**src/rtl/frequency_delayer_1hz.sv**
```systemverilog
// Divides the system clock down to a 50%-duty square wave (1 Hz at defaults)
// and emits a one-clk tick on every rising edge of that wave.
module frequency_delayer_1hz #(
  parameter int CLK_FREQ_HZ = 100,
  parameter int OUT_FREQ_HZ = 1
) (
  input  logic clk,
  input  logic rst_n,
  input  logic en,
  output logic out,
  output logic tick
);

  // Guarded so a zero output frequency reaches the fatal check below instead of a divide-by-zero.
  localparam int HALF_COUNT = (OUT_FREQ_HZ > 0) ? CLK_FREQ_HZ / (2 * OUT_FREQ_HZ) : 1;
  localparam int CNT_W      = (HALF_COUNT > 1) ? $clog2(HALF_COUNT) : 1;
  localparam logic [CNT_W-1:0] LAST = CNT_W'(HALF_COUNT - 1);

  if (OUT_FREQ_HZ <= 0 || CLK_FREQ_HZ < 2 * OUT_FREQ_HZ) begin : g_param_check
    $fatal(1, "frequency_delayer_1hz: need OUT_FREQ_HZ>0 and CLK_FREQ_HZ>=2*OUT_FREQ_HZ");
  end

  logic [CNT_W-1:0] cnt_reg, cnt_next;
  logic             out_reg, out_next;
  logic             tick_reg, tick_next;

  always_comb begin
    cnt_next  = cnt_reg;
    out_next  = out_reg;
    tick_next = 1'b0;
    if (en) begin
      if (cnt_reg == LAST) begin
        cnt_next  = '0;
        out_next  = ~out_reg;
        // Tick only on the low-to-high transition of the divided wave.
        tick_next = ~out_reg;
      end else begin
        cnt_next = cnt_reg + 1'b1;
      end
    end
  end

  always_ff @(posedge clk) begin
    if (!rst_n) begin
      cnt_reg  <= '0;
      out_reg  <= 1'b0;
      tick_reg <= 1'b0;
    end else begin
      cnt_reg  <= cnt_next;
      out_reg  <= out_next;
      tick_reg <= tick_next;
    end
  end

  assign out  = out_reg;
  assign tick = tick_reg;

endmodule

```
**config.mk**
```make
export PLATFORM = sky130hd
export DESIGN_NAME = frequency_delayer_1hz
export DESIGN_NICKNAME = d
export VERILOG_FILES = /design/src/rtl/frequency_delayer_1hz.sv
export SDC_FILE = /design/constraint.sdc
export NUM_CORES = 1
export LEC_CHECK = 0
export CORE_AREA = 4 4 41 43
export DETAILED_ROUTE_END_ITERATION = 10
export DIE_AREA = 0 0 45 47
export GPL_ROUTABILITY_DRIVEN = 0
export SLEW_MARGIN = 20
export SYNTH_ARGS = -nofsm -noshare
export SYNTH_HDL_FRONTEND = slang
export SYNTH_SLANG_ARGS = --single-unit
```
**constraint.sdc**
```tcl
create_clock -name clk -period 1.9 [get_ports clk]
set_input_delay 0.38 -clock clk [delete_from_list [all_inputs] [get_ports clk]]
set_output_delay 0.38 -clock clk [all_outputs]
set_load 0.05 [all_outputs]
```
==> metrics.yaml <==
status:
  status: "completed"
power:
  p_sw_frac: 0.231
  switchingPower_mw: 0.0780
  seq_power_share: 0.536
  total_leakage_power_nw: 0.166
  power_mw: 0.337
  ir_drop_uv: 561
  power_frac_comb: 0.079
  p_int_mw: 0.259
  power_frac_clock: 0.385
  power_per_cell_area_nw_per_um2: 728
clock_network:
  cts_root_buffer: "clkbuf_4"
  cts.sinks: 8
  clock_path_buffers: 2
  cts_setup_buffers: 0
  insertion_delay_ns: 0.25
  cts_tree: "yes"
  path_clk_slew_ns: 0.06
  numCtsBuffers: 3
  cts_resized: 0
  htree_levels: 1
  postCtsHoldBufs: 0
timing:
  max_slew_margin: 0.672
  min_period_ns: 1.78
  setup_ws_ns: 0.115
  setup_viol: 0
  finalHoldViolations: 0
  fmaxAchievable_mhz: 560
  worst_pin_slew_ns: 0.490
  report.final.slew_viol_count: 0
  grt_setup_unrepaired: "false"
  clock-skew-final_ns: 0.00681
  period_share: 0.939
  fin_tns_setup_ns: 0
grt:
  grt_pass1_wl_um: 855
  gr-usage-all-layers: 0.0659
  grt_overflow: 0
  grt_max_degree: 7
  antenna_found_initial: 0
  grt_pass1_vias: 212
setup_path:
  path_class: "reg -> out"
  crit_family: "buffers and inverters"
  critPathCaptureType: "output pin"
  reg2reg_depth: 6
  crit_chain: "clkdlybuf4s50_1"
  r2r_slack_ns: 0.60
  startpoint_type: "flip-flop"
  required_ns: 1.52
  r2r_start: "cnt_reg[1]$_SDFFE_PN0P_"
  path_max_fanout: 3
  rr_endpoint: "cnt_reg[1]$_SDFFE_PN0P_"
  cp_slowest_cell: "clkdlybuf4s50_1"
  cp_slowest_stage_delay_ns: 0.81
  path_buf_inv: 1
  crit_arrival_ns: 1.40
floorplan:
  io_pins: 5
  rows: 13
  die_h_um: 47
  design.core.area_sq_um: 1300
  dieWidth_um: 45
  initial_utilization: 0.290
  dieArea_sq_um: 2120
min_path:
  min_from: "out$_SDFFE_PN0P_"
  hold_end: "tick$_SDFF_PN0_"
  holdPathStages: 1
  hold_path.class: "reg -> reg"
place:
  dp_hpwl_um: 450
  port_buffers: 4
  dp.cells: 57
  pre_cts_ws_ns: 0.161
synth:
  synth.area.top_cells: "dfxtp_1 42%, nand4bb_4 7.3%, xor2_1 7.0%"
  synth_area_leader_cell: "dfxtp_1"
  syn_area_per_cell_sq_um: 10.2
  synth_cells: 37
  synth_fa_ha_area_frac: 0.0662
  synth-compound-area-share: 0.0894
  syn_area_sq_um: 378
  yosys.area_share.simple: 0.278
  muxShareOfSynthArea: 0
  ys_seq_area_frac: 0.424
  synthXorXnorAreaFrac: 0.0927
  ys_seq_elements: 8
  synth_top_family_by_area: "simple AND/OR/NAND/NOR gates"
  synth_nets: 42
  synth_top_cell_area_share: 0.424
  synthDistinctLibCells: 18
  ys_warn_count: 0
route:
  ant_nets: 0
  vias: 258
  viasPerCell: 4.30
  wirelength_um: 607
  drc: 0
  drtPass1Iterations: 2
  drt_iter0_drc: 2
  wire_per_inst_um: 10.1
final_layout:
  largest_reg_flops: 6
  syn2layout_area_growth_pct: 22.5
  drive_gt1_frac: 0.178
  num_antenna_cells: 0
  fin_util: 0.356
  final_cells: 60
  fin_nets: 52
run:
  maxCapViolCount: 0
[Yosys cell counts]
cell / count
xnor2_1: 1
a211oi_1: 1
o21ai_0: 1
a21oi_2: 1
nor2_1: 6
or3_1: 1
buf_6: 1
o21ai_1: 1
o21bai_1: 1
inv_1: 2
nor4_1: 1
dfxtp_1: 8
nand4_1: 1
ha_1: 2
nand4bb_4: 1
nand2_1: 4
xor2_1: 3
nand4_4: 1
[through the flow]
stage / hold WS [ns] / cell area [sq um]
global placement: 0.454 / 440
global route: 0.472 / 463
floorplan: 0.476 / 378
finish: 0.461 / 463
CTS: 0.462 / 463
detailed placement: 0.454 / 440
[how the worst max path moves through the flow]
stage	from	endpoint	slack (ns)	cells past startpoint
final	out$_SDFFE_PN0P_	out	0.12	1
after global routing	out$_SDFFE_PN0P_	out	0.08	1
after CTS	out$_SDFFE_PN0P_	out	0.10	1
after detailed placement	en	cnt_reg[5]$_SDFFE_PN0P_	0.16	4
after global placement	en	cnt_reg[5]$_SDFFE_PN0P_	0.18	4
after floorplan	cnt_reg[0]$_SDFFE_PN0P_	cnt_reg[1]$_SDFFE_PN0P_	0.73	4
[logic make-up after synthesis]
group | count (synthesis)
XOR/XNOR | 4
adder cells (fa/ha/maj) | 2
flip-flops | 8
buffers and inverters | 3
AO/OA/AOI/OAI | 5
AND/OR/NAND/NOR | 15
[power by group through the flow]
| stage | sequential (mW) | clock [mW] | combinational [mW] |
|---|---|---|---|
| 2_1_floorplan | 0.183 | 0 | 0.0179 |
| 3_3_place_gp | 0.184 | 0 | 0.0259 |
| 3_5_place_dp | 0.185 | 0 | 0.0267 |
| 4_1_cts | 0.181 | 0.137 | 0.0270 |
| 5_1_grt | 0.181 | 0.147 | 0.0298 |
| 6_report | 0.181 | 0.130 | 0.0268 |
[per-layer routing]
layer | GRT usage | share of wire | vias to the layer above
li1 | - | - | 144
met1 | 0.0762 | 0.52 | 106
met2 | 0.0819 | 0.38 | 8
met3 | 0.0690 | 0.10 | 0
met4 | 0.0175 | 0 | 0
met5 | 0 | 0 | -
[final cells by class]
| class | instances | area [sq um] |
|---|---|---|
| Inverter | 2 | 7.51 |
| Fill cell | 140 | 838 |
| Sequential cell | 8 | 160 |
| Clock buffer | 3 | 22.5 |
| Timing Repair Buffer | 6 | 55.1 |
| Tap cell | 15 | 18.8 |
| Multi-Input combinational cell | 26 | 199 |
[placed cells by master, fill, tap and decap left out]
master	count
a211oi_1	1
a21oi_2	1
buf_4	2
clkbuf_4	3
clkdlybuf4s50_1	4
dfxtp_1	8
ha_1	2
inv_1	2
nand2_1	4
nand4_1	1
nand4_4	1
nand4bb_4	1
nor2_1	6
nor4_1	1
o21ai_0	1
o21ai_1	1
o21bai_1	1
or3_1	1
xnor2_1	1
xor2_1	3
No activity file was read; power rests on OpenSTA's default activity.
